File: config.mk
export PLATFORM = sky130hd
export DESIGN_NAME = cpu_boot_ctrl
export DESIGN_NICKNAME = d
export VERILOG_FILES = /design/src/rtl/cpu_boot_ctrl.sv
export SDC_FILE = /design/constraint.sdc
export NUM_CORES = 1
export LEC_CHECK = 0
export CORE_UTILIZATION = 35
export DETAILED_ROUTE_END_ITERATION = 12
export HOLD_SLACK_MARGIN = 0.06
export PLACE_DENSITY = 0.71
export SETUP_SLACK_MARGIN = 0.02
export SLEW_MARGIN = 20
export SYNTH_ARGS = -nofsm -noshare
export SYNTH_HDL_FRONTEND = slang
export SYNTH_SLANG_ARGS = --single-unit
File: constraint.sdc
create_clock -name clk_i -period 2.5 [get_ports clk_i]
set_input_delay 0.5 -clock clk_i [delete_from_list [all_inputs] [get_ports clk_i]]
set_output_delay 0.5 -clock clk_i [all_outputs]
set_load 0.005 [all_outputs]
File: src/rtl/cpu_boot_ctrl.sv
// Boot/run sequencer: streams a program into instruction memory, holds the core in reset,
// then runs it until ebreak. Optional watchdog enabled by defining BOOT_CTRL_WATCHDOG_EN.
module cpu_boot_ctrl #(
  parameter int unsigned ADDR_WIDTH = 12,
  parameter int unsigned DATA_WIDTH = 32,
  parameter int unsigned RST_HOLD   = 4,
  parameter logic [31:0] WDT_LIMIT  = 32'd1000000
) (
  input  logic                  clk_i,
  input  logic                  rstn_i,
  input  logic                  start_i,
  input  logic                  ld_valid_i,
  input  logic [DATA_WIDTH-1:0] ld_data_i,
  input  logic                  ld_last_i,
  output logic                  ld_ready_o,
  output logic                  insn_mem_wen_o,
  output logic [ADDR_WIDTH-1:0] insn_mem_waddr_o,
  output logic [DATA_WIDTH-1:0] insn_o,
  output logic                  core_rstn_o,
  input  logic                  ebreak_i,
  output logic                  busy_o,
  output logic                  halted_o,
  output logic                  overflow_o,
  output logic                  timeout_o,
  output logic [31:0]           run_cycles_o,
  output logic [ADDR_WIDTH:0]   words_o
);

  typedef enum logic [2:0] {S_IDLE, S_LOAD, S_HOLD, S_RUN, S_HALT} state_t;

  state_t                state_q, state_d;
  logic [ADDR_WIDTH-1:0] addr_q, addr_d;
  logic [7:0]            hold_q, hold_d;
  logic [ADDR_WIDTH:0]   words_d;
  logic [31:0]           run_d, run_inc;
  logic [ADDR_WIDTH-1:0] waddr_d;
  logic [DATA_WIDTH-1:0] insn_d;
  logic                  wen_d, ovf_d, hs;
`ifdef BOOT_CTRL_WATCHDOG_EN
  logic                  tmo_d;
`endif

  assign hs      = ld_valid_i && ld_ready_o;
  assign run_inc = (run_cycles_o == '1) ? run_cycles_o : run_cycles_o + 32'd1;

  always_comb begin
    state_d = state_q;
    addr_d  = addr_q;
    hold_d  = '0;
    words_d = words_o;
    run_d   = run_cycles_o;
    ovf_d   = overflow_o;
    wen_d   = 1'b0;
    waddr_d = insn_mem_waddr_o;
    insn_d  = insn_o;
`ifdef BOOT_CTRL_WATCHDOG_EN
    tmo_d   = timeout_o;
`endif
    unique case (state_q)
      S_IDLE, S_HALT: begin
        if (start_i) begin
          state_d = S_LOAD;
          addr_d  = '0;
          words_d = '0;
          run_d   = '0;
          ovf_d   = 1'b0;
`ifdef BOOT_CTRL_WATCHDOG_EN
          tmo_d   = 1'b0;
`endif
        end
      end
      S_LOAD: begin
        if (hs) begin
          wen_d   = 1'b1;
          waddr_d = addr_q;
          insn_d  = ld_data_i;
          words_d = words_o + 1'b1;
          // Address saturates at the top word; reaching it without last ends the load.
          if (addr_q != '1) addr_d = addr_q + 1'b1;
          if (ld_last_i) begin
            state_d = S_HOLD;
          end else if (addr_q == '1) begin
            ovf_d   = 1'b1;
            state_d = S_HOLD;
          end
        end
      end
      S_HOLD: begin
        if (hold_q == 8'(RST_HOLD - 1)) state_d = S_RUN;
        else                            hold_d  = hold_q + 8'd1;
      end
      S_RUN: begin
        run_d = run_inc;
        if (ebreak_i) begin
          state_d = S_HALT;
        end
`ifdef BOOT_CTRL_WATCHDOG_EN
        else if (run_inc == WDT_LIMIT) begin
          tmo_d   = 1'b1;
          state_d = S_HALT;
        end
`endif
      end
      default: state_d = S_IDLE;
    endcase
  end

  always_ff @(posedge clk_i or negedge rstn_i) begin
    if (!rstn_i) begin
      state_q          <= S_IDLE;
      addr_q           <= '0;
      hold_q           <= '0;
      words_o          <= '0;
      run_cycles_o     <= '0;
      overflow_o       <= 1'b0;
      insn_mem_wen_o   <= 1'b0;
      insn_mem_waddr_o <= '0;
      insn_o           <= '0;
      ld_ready_o       <= 1'b0;
      core_rstn_o      <= 1'b0;
      busy_o           <= 1'b0;
      halted_o         <= 1'b0;
    end else begin
      state_q          <= state_d;
      addr_q           <= addr_d;
      hold_q           <= hold_d;
      words_o          <= words_d;
      run_cycles_o     <= run_d;
      overflow_o       <= ovf_d;
      insn_mem_wen_o   <= wen_d;
      insn_mem_waddr_o <= waddr_d;
      insn_o           <= insn_d;
      ld_ready_o       <= (state_d == S_LOAD);
      core_rstn_o      <= (state_d == S_RUN);
      busy_o           <= (state_d == S_LOAD) || (state_d == S_HOLD) || (state_d == S_RUN);
      halted_o         <= (state_d == S_HALT);
    end
  end

`ifdef BOOT_CTRL_WATCHDOG_EN
  always_ff @(posedge clk_i or negedge rstn_i) begin
    if (!rstn_i) timeout_o <= 1'b0;
    else         timeout_o <= tmo_d;
  end
`else
  // Constant 0; the reference keeps WDT_LIMIT in use when the watchdog is compiled out.
  assign timeout_o = 1'b0 & (WDT_LIMIT != 32'd0);
`endif

endmodule

==> results.md, run 1 <==
* Drt wl/cell at approximately 15 um
* Crit-path cells: ha_1 > nand3_1 > nor2_1 > nand4_1 > buf_4 > or4_1 > a21oi_1
* Clk_lat worst skew at 0.41 ns
* Top cell type's share of synthesized area at 53.5%
* Die Footprint at roughly 16000 um2
* Post-synth EDFFs at 0
* Root buf cell: clkbuf_16
* Post_cts resized at 0
* DRT iter0 DRCs at around 320
* Critical path class: register to register
* Clock power share at a little under two fifths
* Synthesized instance count at 596
* Max-capacitance violation count at 0
* Final #Nets at 778
* Critical path startpoint category: register
* Pwr Total at 7.09 mW
* Drt total wl at 14000 um
* Syn Nets at ~640
* Antenna Cells at 0
* P&R area growth vs syn at 41.4%
* Total gr overflow at 0
* CTS max path bufs at 2
* CTS Sinks at ~120
* Die height at approximately 130 um
* Width of the die at roughly 130 um
* Gpl congestion at between 0.8 and 0.9
* Row Count at between 40 and 50
* Worst hold path class: primary input to asynchronous set/reset pin
* Max rail drop VDD at ~0.00055 V
* Setup WS post-layout at 0.232 ns
* CP max stage cell: or4_1
* Crit path capture type: register
* Slew @ Worst Pin at roughly 0.63 ns
* Cell with the most instances after synthesis: nand2_1
* Slew Limit Fails at 0
* Fillers at between 1k and 1.5k
* Net Sw Frac at between 20 and 30%
* Synth Cell Area at between 5000 and 6000 um2
* Setup tns final at 0 ns
* Post-place setup slack at approximately 0.09 ns
* Switching power total at 2.05 mW
* Worst-path clk slew at ~0.060 ns
* CTS tree: built
* Area contributors post-synth: dfrtp_1, nand2_1, xor2_1
* Layout cells sized above 1 at under 10%
* Final hold vios at 0
* Largest net degree at the start of global routing at 49
* Seq cells post-synth at 118
* Cells on worst reg2reg path at 7
* Ys async rst share at 100%
* Sequential Power Share at ~36%
* Synth top cells by count: nand2_1, dfrtp_1, nor2_1, nand3_1, a21oi_1
* CP peak stage delay at approximately 0.48 ns
* Count of final setup violators at 0
* Leak at about 3.4 nW
* # IOs at around 130
* Status: finished, final reports clean
* I/O Buffers at 132
* Peak Freq at approximately 440 MHz
* Comb pwr share at 26.1%
* Min Tclk post-route at roughly 2.3 ns
* Unique masters post-synth at 50
* Sequential cell area fraction in the yosys report at between 50% and 60%
* Starting Density at a little over a third
* Fin Clk Skew at approximately 0.0055 ns
* Hold Worst Slack at 0.100 ns
* Pint at ~5.0 mW
* Detailed-route via count at approximately 4.8k
* Final Cycle Share at about nine tenths
* Average size of a mapped cell at roughly 9 um2
* Worst Path Required at ~2.8 ns
* H-tree levels at 4
* Initial antenna violation count at 0
* Total track usage at 18.2%
* Pwr Density at about 910 nW/um2
* Synth Flop Type: dfrtp_1
* CP Max Fanout at 12
* Vias per std cell at roughly 5
* First-pass GRT wire length at around 23000 um
* Number of global-route vias before repair at between 4k and 5k
* HPWL Detailed at about 9800 um
* Ys Warns at 0
* Reg-to-reg slack, setup at around 0.23 ns
* Remaining antenna violation count at 0
* Area leader, netlist: dfrtp_1
* Slew Limit Headroom at 57.6%
* Core footprint at around 15000 um2
* Drc violations at 0
* RSZ-0062 raised after global routing: false
* Arr. time, crit path at 2.60 ns
* DR pass1 iterations at 4
* CTS Buf Count at 17
state kept, by name, indices dropped and copies added, names as in the netlist:
signal	cells
insn_mem_waddr_o	12
insn_o	32
state_q	3
core_rstn_o	1
ld_ready_o	1
words_o	13
halted_o	1
insn_mem_wen_o	1
run_cycles_o	32
hold_q	8
addr_q	12
busy_o	1
overflow_o	1
metal layers:
metal	vias to the layer above	GRT usage, %	share of wire (%)	wire length (um)
li1	2361	-	-	-
met1	2295	25.3	47	6540
met2	116	26.8	46	6470
met3	26	5.19	4.9	681
met4	0	7.27	2.1	295
met5	-	0	0	0
timing repair:
item / in CTS / in global routing
hold buffers: 0 / 0
endpoints found under the setup margin: 0 / 5
buffers inserted: 0 / 1
cell usage in the layout, fill, tap and decap left out, drive strengths merged, types with 2 or more instances in the layout:
cell           instances
a2111oi                2
a211oi                 2
a21oi                 26
and2                   3
and3                   6
and4                   7
buf                   17
bufinv                 5
clkbuf                21
clkdlybuf4s50        131
clkinv                 2
clkinvlp               3
dfrtp                118
ha                     4
inv                    6
mux2                   2
mux2i                  4
nand2                173
nand2b                 3
nand3                 33
nand3b                 3
nand4                 15
nor2                  45
nor3                   7
nor3b                  2
nor4                   2
nor4b                  3
o211ai                 7
o21ai                 20
o31ai                 18
or2                    3
or3                   10
or3b                   2
or4                   16
xnor2                  5
xor2                  19
power groups by stage:
stage                     combinational, mW  clock (mW)  sequential (mW)
after floorplan                       0.837           0             2.54
after global routing                   2.07        2.88             2.56
after detailed placement               1.89           0             2.54
after global placement                 1.85           0             2.54
final                                  1.85        2.72             2.52
after CTS                              1.89        2.78             2.52
kinds of logic after synthesis:
group	after synthesis	synth area share, %
compound gates	77	8.86
xor+xnor	24	3.81
fa+ha+maj	4	0.906
buf+inv	32	2.65
flops	118	53.5
mux	6	1.13
other cells	1	0.0679
simple gates	334	29.1
path summary, 6_finish.rpt:
kind | from | end
setup reg to reg | run_cycles_o[0] | run_cycles_o[22]
setup / recovery | run_cycles_o[0] | run_cycles_o[22]
hold reg to reg | insn_mem_waddr_o[8] | insn_mem_waddr_o[8]
min in group clk_i | insn_mem_waddr_o[8] | insn_mem_waddr_o[8]
max in group asynchronous | rstn_i | insn_mem_waddr_o[11]
hold / removal | rstn_i | insn_o[30]
worst max-delay path: cells and delay by family, from the launching register on:
family | cells | cell delay, ns
fa+ha+maj | 1 | 0.26
compound gates | 1 | 0.18
buf+inv | 1 | 0.19
simple gates | 4 | 1.13
flops | 1 | 0.43
through the flow:
stage | instance area (um2) | instances | utilization, %
5_1_grt | 7810 | 960 | 51.0
3_5_place_dp | 7130 | 927 | 46.6
3_3_place_gp | 7130 | 927 | 46.6
2_1_floorplan | 5520 | 596 | -
4_1_cts | 7800 | 959 | 50.9
6_report | 7810 | 960 | 51.0
area by class of cell:
type	instances	area [um2]	area share (%)
clock inverters	11	195	2.50
repair buffers	148	1460	18.8
flip-flops and latches	118	2950	37.8
multi-input cells	446	2440	31.3
well taps	211	264	3.38
clock buffers	21	470	6.03
inverters	5	18.8	0.240
(Power assumes the default switching activity.)
==> run 2, diff against run 1 <==
--- a/config.mk
+++ b/config.mk
@@ -8,7 +8,6 @@
 export CORE_UTILIZATION = 35
 export DETAILED_ROUTE_END_ITERATION = 12
 export HOLD_SLACK_MARGIN = 0.06
-export PLACE_DENSITY = 0.71
 export SETUP_SLACK_MARGIN = 0.02
 export SLEW_MARGIN = 20
 export SYNTH_ARGS = -nofsm -noshare
==> run 2 against run 1 <==
Compared with the run above: critical path depth unchanged; setup slack better by 0.019 ns; clock skew up 0.0049 ns; utilization down 0.26 points; sequential share of layout area up 0.20 points; combinational power about the same; register-to-register slack better by 0.02 ns; design area down 0.51%; sequential cell count unchanged; critical path type unchanged.
==> results.md, run 2 (synthesis gave the netlist of run 1 again) <==
* CTS max path bufs at 2 (unchanged)
* Pwr Total at 7.02 mW (-1.0%)
* CTS Buf Count at 17 (unchanged)
* Layout cells sized above 1 at 8.30% (-0.65 points)
* Min Tclk post-route at 2.25 ns (-0.0194 ns)
* Crit-path cells: ha_1 > nand3_1 > nor2_1 > nand4_1 > buf_4 > or4_1 > a21oi_1
* CTS tree: built
* Final #Nets at 776 (-0.26%)
* Final Cycle Share at 90.0% (-0.77 points)
* Post_cts resized at 0 (unchanged)
* Gpl congestion at 0.822 (+0.16%)
* Crit path max-delay family: simple AND/OR/NAND/NOR gates
* Largest net degree at the start of global routing at 49 (unchanged)
* Root buf cell: clkbuf_16
* Post-CTS setup buffers at 0 (unchanged)
* CP Max Fanout at 12 (unchanged)
* Top Registers: insn_o: 32 flops, run_cycles_o: 32 flops, words_o: 13 flops
* Critical path startpoint category: register
* CP peak stage delay at 0.46 ns (-0.02 ns)
* Register Area at 2950 um2 (unchanged)
* Starting Density at 36.1% (unchanged)
* Peak Freq at 445 MHz (+0.86%)
* Total track usage at 18.4% (+0.14 points)
* Total gr overflow at 0 (unchanged)
* Multi-input gate area at 2440 um2 (unchanged)
* Worst Path Required at 2.83 ns (about the same)
* Post-cts hold buffer count at 0 (unchanged)
* Pwr Density at 904 nW/um2 (-0.52%)
* Final hold vios at 0 (unchanged)
* P&R area growth vs syn at 40.7%
* Leading cell type in the layout, fill and taps excluded: nand2_1
* Fillers at 1436 (+0.98%)
* Drt wl/cell at 14.8 um (+1.3%)
* Worst-path clk slew at 0.05 ns (about the same)
* Row Count at 45 (unchanged)
* Initial antenna violation count at 0 (unchanged)
* Arr. time, crit path at 2.58 ns (-0.02 ns)
* Drc violations at 0 (unchanged)
* Detailed-route via count at 4786 (-0.25%)
* Worst hold path class: primary input to asynchronous set/reset pin
* Max-capacitance violation count at 0 (unchanged)
* Slew Limit Headroom at 57.7% (+0.14 points)
* Clk_lat worst skew at 0.41 ns (about the same)
* Max rail drop VDD at 0.000564 V (+3.0%)
* RSZ-0062 raised after global routing: false
* First-pass GRT wire length at 23600 um (+1.6%)
* Most frequent cells in the layout: nand2_1, clkdlybuf4s50_1, dfrtp_1
* Reg-to-reg slack, setup at 0.25 ns (+0.02 ns)
* Die height at 128 um (unchanged)
* Remaining antenna violation count at 0 (unchanged)
* Count of final setup violators at 0 (unchanged)
* # IOs at 134 (unchanged)
* Status: finished, final reports clean
* H-tree levels at 4 (unchanged)
* CP max stage cell: or4_1
* Antenna Cells at 0 (unchanged)
* Fin Clk Skew at 0.0104 ns (+0.00492 ns)
* Drt total wl at 14100 um (+1.1%)
* Setup tns final at 0 ns (unchanged)
* Core footprint at 15300 um2 (unchanged)
* Die Footprint at 16300 um2 (unchanged)
* Leak at 3.38 nW (-0.42%)
* R2R Path Start: run_cycles_o[0]
* Cells on worst reg2reg path at 7 (unchanged)
* Critical path launch point: run_cycles_o[0]
* Crit path capture type: register
* CTS Sinks at 118 (unchanged)
* DR pass1 iterations at 4 (unchanged)
* DRT iter0 DRCs at 341 (+6.2%)
* I/O Buffers at 132 (unchanged)
* HPWL Detailed at 9970 um (+1.4%)
* Slew Limit Fails at 0 (unchanged)
* Slew @ Worst Pin at 0.632 ns (-0.00216 ns)
* Critical path class: register to register
* Width of the die at 128 um (unchanged)
* Vias per std cell at 5.00 (about the same)
* Reg-to-reg endpoint: run_cycles_o[30]
* Buf/Inv on CP at 1 (unchanged)
* Number of global-route vias before repair at 4695 (+3.7%)
run 2: area by class of cell:
type / count / area share, %
tap: 211 / 3.40
sequential: 118 / 38.0
inverter: 5 / 0.242
timing repair buffer: 146 / 18.7
clock inverter: 9 / 2.22
clock buffer: 23 / 6.03
multi-input combinational: 446 / 31.4
run 2: worst max path at each step:
stage                             endpoint  slack (ns)  depth (start not counted)
final                     run_cycles_o[30]        0.25                          7
after global routing      run_cycles_o[30]        0.04                          7
after CTS                 run_cycles_o[30]        0.27                          7
after detailed placement        words_o[8]        0.09                          6
after global placement          words_o[8]        0.18                          6
after floorplan           run_cycles_o[30]        0.52                          7
run 2: per-stage QoR:
| stage | setup slack (ns) | util (%) | hold slack [ns] | std cells | instance area (um2) |
|---|---|---|---|---|---|
| after floorplan | 0.520 | - | 0.204 | 596 | 5520 |
| after detailed placement | 0.0921 | 46.5 | 0.461 | 926 | 7130 |
| after global routing | 0.0406 | 50.7 | 0.0826 | 958 | 7770 |
| after CTS | 0.265 | 50.7 | 0.0652 | 958 | 7770 |
| after global placement | 0.184 | 46.5 | 0.457 | 926 | 7130 |
| final | 0.251 | 50.7 | 0.0599 | 958 | 7770 |
run 2: power by group:
| group | internal (mW) | switching (mW) |
|---|---|---|
| Sequential | 2.27 | 0.264 |
| Clock | 1.82 | 0.837 |
| Combinational | 0.911 | 0.918 |
| Total | 5.00 | 2.02 |
run 2: metal layers:
| layer | track usage [%] | vias up | part of all wire [%] |
|---|---|---|---|
| li1 | - | 2340 | - |
| met3 | 4.36 | 23 | 3.4 |
| met2 | 27.8 | 103 | 46 |
| met1 | 25.4 | 2320 | 49 |
| met5 | 0 | - | 0 |
| met4 | 7.13 | 0 | 2.1 |
